### src/rtl/rotate_pkg.sv
// Shared definitions for the rotation detector: default widths and FSM states.
package rotate_pkg;

    localparam int WIDTH_DEF = 32;
    localparam int SHW_DEF   = 5;

    typedef enum logic [1:0] {
        IDLE   = 2'd0,
        SEARCH = 2'd1,
        DONE   = 2'd2
    } state_t;

endpackage

### src/rtl/rotate_detect.sv
// Finds the smallest left rotation of ref_data that equals rot_data by stepping
// a 1-bit rotator once per cycle, then reports it as the shortest left/right shift.
module rotate_detect
    import rotate_pkg::*;
#(
    parameter int WIDTH = WIDTH_DEF,
    parameter int SHW   = SHW_DEF
) (
    input  logic             clk,
    input  logic             rst_n,
    input  logic             start,
    input  logic [WIDTH-1:0] ref_data,
    input  logic [WIDTH-1:0] rot_data,
    output logic             busy,
    output logic             done,
    output logic             found,
    output logic [SHW-1:0]   shift_amt,
    output logic             dir
);

    localparam logic [SHW-1:0] K_LAST  = SHW'(WIDTH - 1);
    localparam logic [SHW-1:0] K_HALF  = SHW'(WIDTH / 2);
    localparam logic [SHW:0]   WIDTH_W = (SHW + 1)'(WIDTH);

    state_t           state;
    state_t           state_next;
    logic [WIDTH-1:0] cur;
    logic [WIDTH-1:0] tgt;
    logic [SHW-1:0]   k;
    logic             match;
    logic             last;
    logic [SHW:0]     wrap_amt;

    always_ff @(posedge clk or negedge rst_n) begin
        if (!rst_n) begin
            state <= IDLE;
        end else begin
            state <= state_next;
        end
    end

    always_comb begin
        state_next = state;
        match      = (cur == tgt);
        last       = (k == K_LAST);
        wrap_amt   = WIDTH_W - {1'b0, k};
        busy       = 1'b0;
        done       = 1'b0;
        case (state)
            IDLE: begin
                if (start) begin
                    state_next = SEARCH;
                end
            end
            SEARCH: begin
                busy = 1'b1;
                if (match || last) begin
                    state_next = DONE;
                end
            end
            DONE: begin
                done       = 1'b1;
                state_next = IDLE;
            end
            default: begin
                state_next = IDLE;
            end
        endcase
    end

    // Rotations beyond half a word are reported as the shorter right shift.
    always_ff @(posedge clk or negedge rst_n) begin
        if (!rst_n) begin
            cur       <= '0;
            tgt       <= '0;
            k         <= '0;
            found     <= 1'b0;
            dir       <= 1'b0;
            shift_amt <= '0;
        end else begin
            case (state)
                IDLE: begin
                    if (start) begin
                        cur <= ref_data;
                        tgt <= rot_data;
                        k   <= '0;
                    end
                end
                SEARCH: begin
                    if (match) begin
                        found <= 1'b1;
                        if (k <= K_HALF) begin
                            dir       <= 1'b1;
                            shift_amt <= k;
                        end else begin
                            dir       <= 1'b0;
                            shift_amt <= wrap_amt[SHW-1:0];
                        end
                    end else if (last) begin
                        found     <= 1'b0;
                        dir       <= 1'b0;
                        shift_amt <= '0;
                    end else begin
                        cur <= {cur[WIDTH-2:0], cur[WIDTH-1]};
                        k   <= k + 1'b1;
                    end
                end
                default: begin
                end
            endcase
        end
    end

endmodule

### config.mk
export PLATFORM = sky130hd
export DESIGN_NAME = rotate_detect
export DESIGN_NICKNAME = d
export VERILOG_FILES = /design/src/rtl/rotate_pkg.sv /design/src/rtl/rotate_detect.sv
export SDC_FILE = /design/constraint.sdc
export NUM_CORES = 1
export LEC_CHECK = 0
export CORE_MARGIN = 2
export CORE_UTILIZATION = 57
export CTS_BUF_LIST = sky130_fd_sc_hd__clkbuf_4
export DETAILED_ROUTE_END_ITERATION = 12
export GPL_ROUTABILITY_DRIVEN = 0
export PLACE_DENSITY = 0.88
export SYNTH_ARGS = -nofsm -noshare
export SYNTH_HDL_FRONTEND = slang
export SYNTH_SLANG_ARGS = --single-unit
### constraint.sdc
create_clock -name clk -period 6.4 [get_ports clk]
set_clock_uncertainty 0.05 [all_clocks]
set_input_delay 1.28 -clock clk [delete_from_list [all_inputs] [get_ports clk]]
set_output_delay 1.28 -clock clk [all_outputs]
set_load 0.01 [all_outputs]
Word level (Yosys, flattened, before mapping)

Index checks and enable logic that the tools add are counted.

Bits in registers: 78
Input bits: 67
Output and inout bits: 9
Logic and storage cells: 46

$add $sub $neg: 2
Order comparisons: 1
Eq/ne operators: 8
Muxes and demuxes: 20
Reductions and logical operators: 8

Operators with widths:

| operator                                              | count |
|---|---|
| 2-to-1 mux 32 bit                                     | 3 |
| case mux 32 bit (2 select lines)                      | 1 |
| equality test 32 bit                                  | 1 |
| 2-to-1 mux 5 bit                                      | 6 |
| case mux 5 bit (2 select lines)                       | 1 |
| != test 2 bit, second input constant                  | 4 |
| 2-to-1 mux 1 bit                                      | 6 |
| AND reduction 2 bit                                   | 3 |
| adder 5 x 1 -> 5 bit, second input constant           | 1 |
| equality test 5 bit, second input constant            | 1 |
| less-or-equal comparator 5 bit, second input constant | 1 |
| subtractor 1 x 5 -> 5 bit, first input constant       | 1 |
| 2-to-1 mux 2 bit                                      | 2 |
| case mux 2 bit (2 select lines)                       | 1 |
| AND reduction 4 bit                                   | 1 |
| nonzero test 2 bit                                    | 2 |
| equality test 2 x 1 -> 1 bit, second input constant   | 1 |
| equality test 2 bit, second input constant            | 1 |
| logical NOT 2 bit                                     | 1 |
| logical OR 1 bit                                      | 1 |

Longest topological paths before layout

Depth after elaboration: 4
Gate-level depth with buffers: 9
Depth with buffers taken out: 7

Least setup slack after synthesis

No wires, ideal clock.

Path kind: input-to-reg
Start point: input start
End point: register tgt[0]
Library setup time: 125 ps
Arrival time: 2506 ps
Required time: 6225 ps
Path slack: 3719 ps
Cell stages on the path: 3
Buffers on the path: 1
Path through: nor3b_1 > clkbuf_1 > mux2_2

Word-level cells in the longest chain between the ends: 1

Ends and longest elaborated chain:

| item                                 | line                | source |
|---|---|---|
| start, declared                      | rotate_detect.sv:11 | `input logic start,` |
| AND reduction 2 bit (no source line) | -                   |  |
| end signal, assigned                 | rotate_detect.sv:85 | `tgt <= rot_data;` |
| end, declared                        | rotate_detect.sv:28 | `logic [WIDTH-1:0] tgt;` |

No other way between the ends.
A chain may end at the register's enable or synchronous reset.

Worst setup path after layout

Start point: input start
End point: register k[0]

Word-level cells in the longest chain between the ends: 2

Ends and longest elaborated chain:

| item                                 | line                 | source |
|---|---|---|
| != test 2 bit (no source line)       | -                    |  |
| AND reduction 4 bit (no source line) | -                    |  |
| end signal, assigned                 | rotate_detect.sv:105 | `k <= k + 1'b1;` |
| end, declared                        | rotate_detect.sv:29  | `logic [SHW-1:0] k;` |

No other way between the ends.

==> summary.txt <==
Status
  – Outcome: finished clean

Routing
  – DR vias: 2903
  – 1st-pass router iterations: 7
  – DRT Wirelength: 8876 um
  – Wire length per cell: 18.85 um
  – Post-DR vias/cell: 6.163
  – ANT nets after route: 0
  – DRC viols: 0
  – DR iter-0 viols: 286

CTS
  – Clk pin slew, worst setup/hold paths: 0.12 ns
  – Total CTS buffers: 9
  – Post-CTS Setup Bufs: 0
  – Root buffer cell: clkbuf_4
  – Cts hold-fix bufs: 0
  – CTS max path bufs: 2
  – Clock sinks: 78
  – Worst skew pair latency: 0.41 ns
  – H-tree Lvls: 3
  – CTS tree: built
  – Post-CTS Resized: 0

Min path
  – Hold depth: 1
  – Beginning of the worst hold path: found
  – Hold Crit Class: flip-flop to flip-flop
  – Hold Path Sink: found

Critical path
  – Critical path class: input port to flip-flop
  – R2R Path Start: k[0]
  – Worst-path fanout max: 36
  – R2R Path End: k[0]
  – R2r worst-path depth: 7
  – R2R Setup Slk: 3.42 ns
  – CP Data Required Time: 6.66 ns
  – Critical Path End Type: flip-flop
  – Worst setup SP type: input port
  – Data arrival time of the worst path: 3.81 ns

Die
  – Initial Util: 58.12%
  – Ports: 76
  – Die Footprint: 7057 um2
  – Rows: 29
  – Core ar.: 6277 um2
  – Die H: 84.01 um
  – Die Width: 84.01 um

Synth
  – EDFF count, synth: 0
  – Top cell type's share of synthesized area: 53.50%
  – Count of cell types in the netlist: 31
  – Top cells by area, synth: dfrtp_1 53%, mux2_2 10%, xor2_1 7.7%, a22oi_1 6.6%, o22ai_1 5.7%
  – Post-synthesis cell count: 318
  – Ys async rst share: 100.0%
  – Netlist Area Pre-Place: 3648 um2
  – Yosys top cell by area: dfrtp_1
  – Synth warn: 0
  – Syn_area_per_cell: 11.47 um2
  – Sequential area share after synthesis: 53.50%
  – Syn nets: 388
  – Seq cells post-synth: 78
  – Synth Flop Type: dfrtp_1

Finish
  – Ant diodes: 0
  – Layout area overhead: 26.58%
  – Share of layout cells above drive strength 1: 14.21%
  – Layout net count: 460
  – Filler cell count: 457

Timing
  – Slew headroom: 35.22%
  – Slew @ Worst Pin: 0.9718 ns
  – Pins Over Slew Limit: 0
  – Fin. Hold Viols: 0
  – Final Critical Period: 3.556 ns
  – RSZ-0062 raised after global routing: false
  – Final hold slack: 0.4484 ns
  – Final setup TNS: 0 ns
  – Fmax: 281.2 MHz
  – Tcrit/Tclk final: 55.56%
  – Final setup violation count: 0

Power and ir drop
  – PD cells: 441.5 nW/um2
  – LEAKAGE: 2.061 nW
  – Peak VDD IR: 0.0002175 V

Placement
  – Hpwl dp: 6147 um
  – # port buffers: 75

GRT
  – Total track usage: 26.32%
  – Vias in the first global route: 2974
  – GRT overflow: 0
  – Largest net degree at the start of global routing: 79
  – First-pass GRT wire length: 14580 um
  – Antenna violations before repair: 0

Flow run
  – Max cap viols: 0
placed cells by master, fill, tap and decap left out, types with 3 or more instances in the layout:
master / Yosys / final
a22o_1: 7 / 7
buf_4: 3 / 4
mux2_2: 34 / 34
clkdlybuf4s50_1: 0 / 74
o21ai_0: 4 / 4
clkbuf_4: 0 / 10
nor4_1: 8 / 8
ha_1: 3 / 3
inv_1: 39 / 39
xor2_1: 32 / 32
nand2_1: 3 / 3
a22oi_1: 32 / 32
nor2_1: 5 / 5
nand4_1: 3 / 3
a21oi_1: 3 / 3
dfrtp_1: 78 / 78
o22ai_1: 33 / 33
bufinv_16: 0 / 3
nand2b_1: 3 / 3
metrics by stage:
step	setup slack [ns]	instances	power (mW)	area [um2]	utilization, %
after detailed placement	2.482	456	1.671	4444	70.80
after floorplan	3.719	318	1.428	3649	-
after CTS	2.903	471	2.033	4618	73.57
after global routing	2.717	471	2.163	4618	73.57
final	2.844	471	2.039	4618	73.57
after global placement	2.532	456	1.604	4444	70.80
power breakdown:
| group | switching [mW] | internal, mW |
|---|---|---|
| registers | 0.200 | 0.706 |
| clock network | 0.164 | 0.199 |
| logic | 0.392 | 0.378 |
| total | 0.756 | 1.28 |
worst max path at each step:
stage,start,endpoint,cells after the start
2_1_floorplan,start,tgt[0],3
3_3_place_gp,start,k[0],6
3_5_place_dp,start,k[0],6
4_1_cts,start,k[0],6
5_1_grt,start,k[0],6
6_report,start,k[0],6
worst max-delay path, stage by stage:
cell,delay [ns]
clkdlybuf4s50_1,0.44
nor3b_2,0.16
buf_4,0.41
or2_2,0.67
o21ai_4,0.44
mux2_2,0.39
cell usage after synthesis, drive strengths merged (3+ instances only):
master and n:
a21oi 3, nor2 5, nand2 3, ha 3
a22o 7, inv 39, xor2 32, o21ai 7
o22ai 33, dfrtp 78, clkbuf 9, mux2 34
a22oi 32, nand4 3, nor4 8, buf 8
nand2b 3
cells by family (layout without fill, tap and decap cells):
| family | count (synthesis) | count (layout) | share of synthesized area [%] |
|---|---|---|---|
| DFF | 78 | 78 | 53.50 |
| xor gates and xnor gates | 33 | 33 | 7.922 |
| muxes | 34 | 34 | 10.49 |
| buffers and inverters | 56 | 132 | 6.207 |
| AOI/OAI and AO/OA | 86 | 86 | 16.53 |
| adders and majority gates | 3 | 3 | 1.029 |
| and+or+nand+nor | 28 | 28 | 4.322 |
layout make-up:
| type | instances | area, um2 | area share [%] |
|---|---|---|---|
| Clock inverter | 5 | 98.84 | 2.140 |
| Tap cell | 77 | 96.34 | 2.086 |
| Sequential cell | 78 | 1952 | 42.26 |
| Multi-Input combinational cell | 184 | 1479 | 32.02 |
| Inverter | 39 | 146.4 | 3.170 |
| Timing Repair Buffer | 78 | 770.7 | 16.69 |
| Clock buffer | 10 | 75.07 | 1.626 |
flip-flops by register name, summed over array words and instances (netlist names):
| signal | cells |
|---|---|
| dir | 1 |
| state | 2 |
| tgt | 32 |
| k | 5 |
| cur | 32 |
| shift_amt | 5 |
| found | 1 |
per-layer routing:
layer,up-vias,routed length [um],global-route usage [%]
met3,29,601,4.253
met1,1436,3461,34.72
met4,0,279,11.14
li1,1280,-,-
met2,158,4533,43.35
met5,-,0,0
Note: power is estimated with default switching activity, not from simulation.
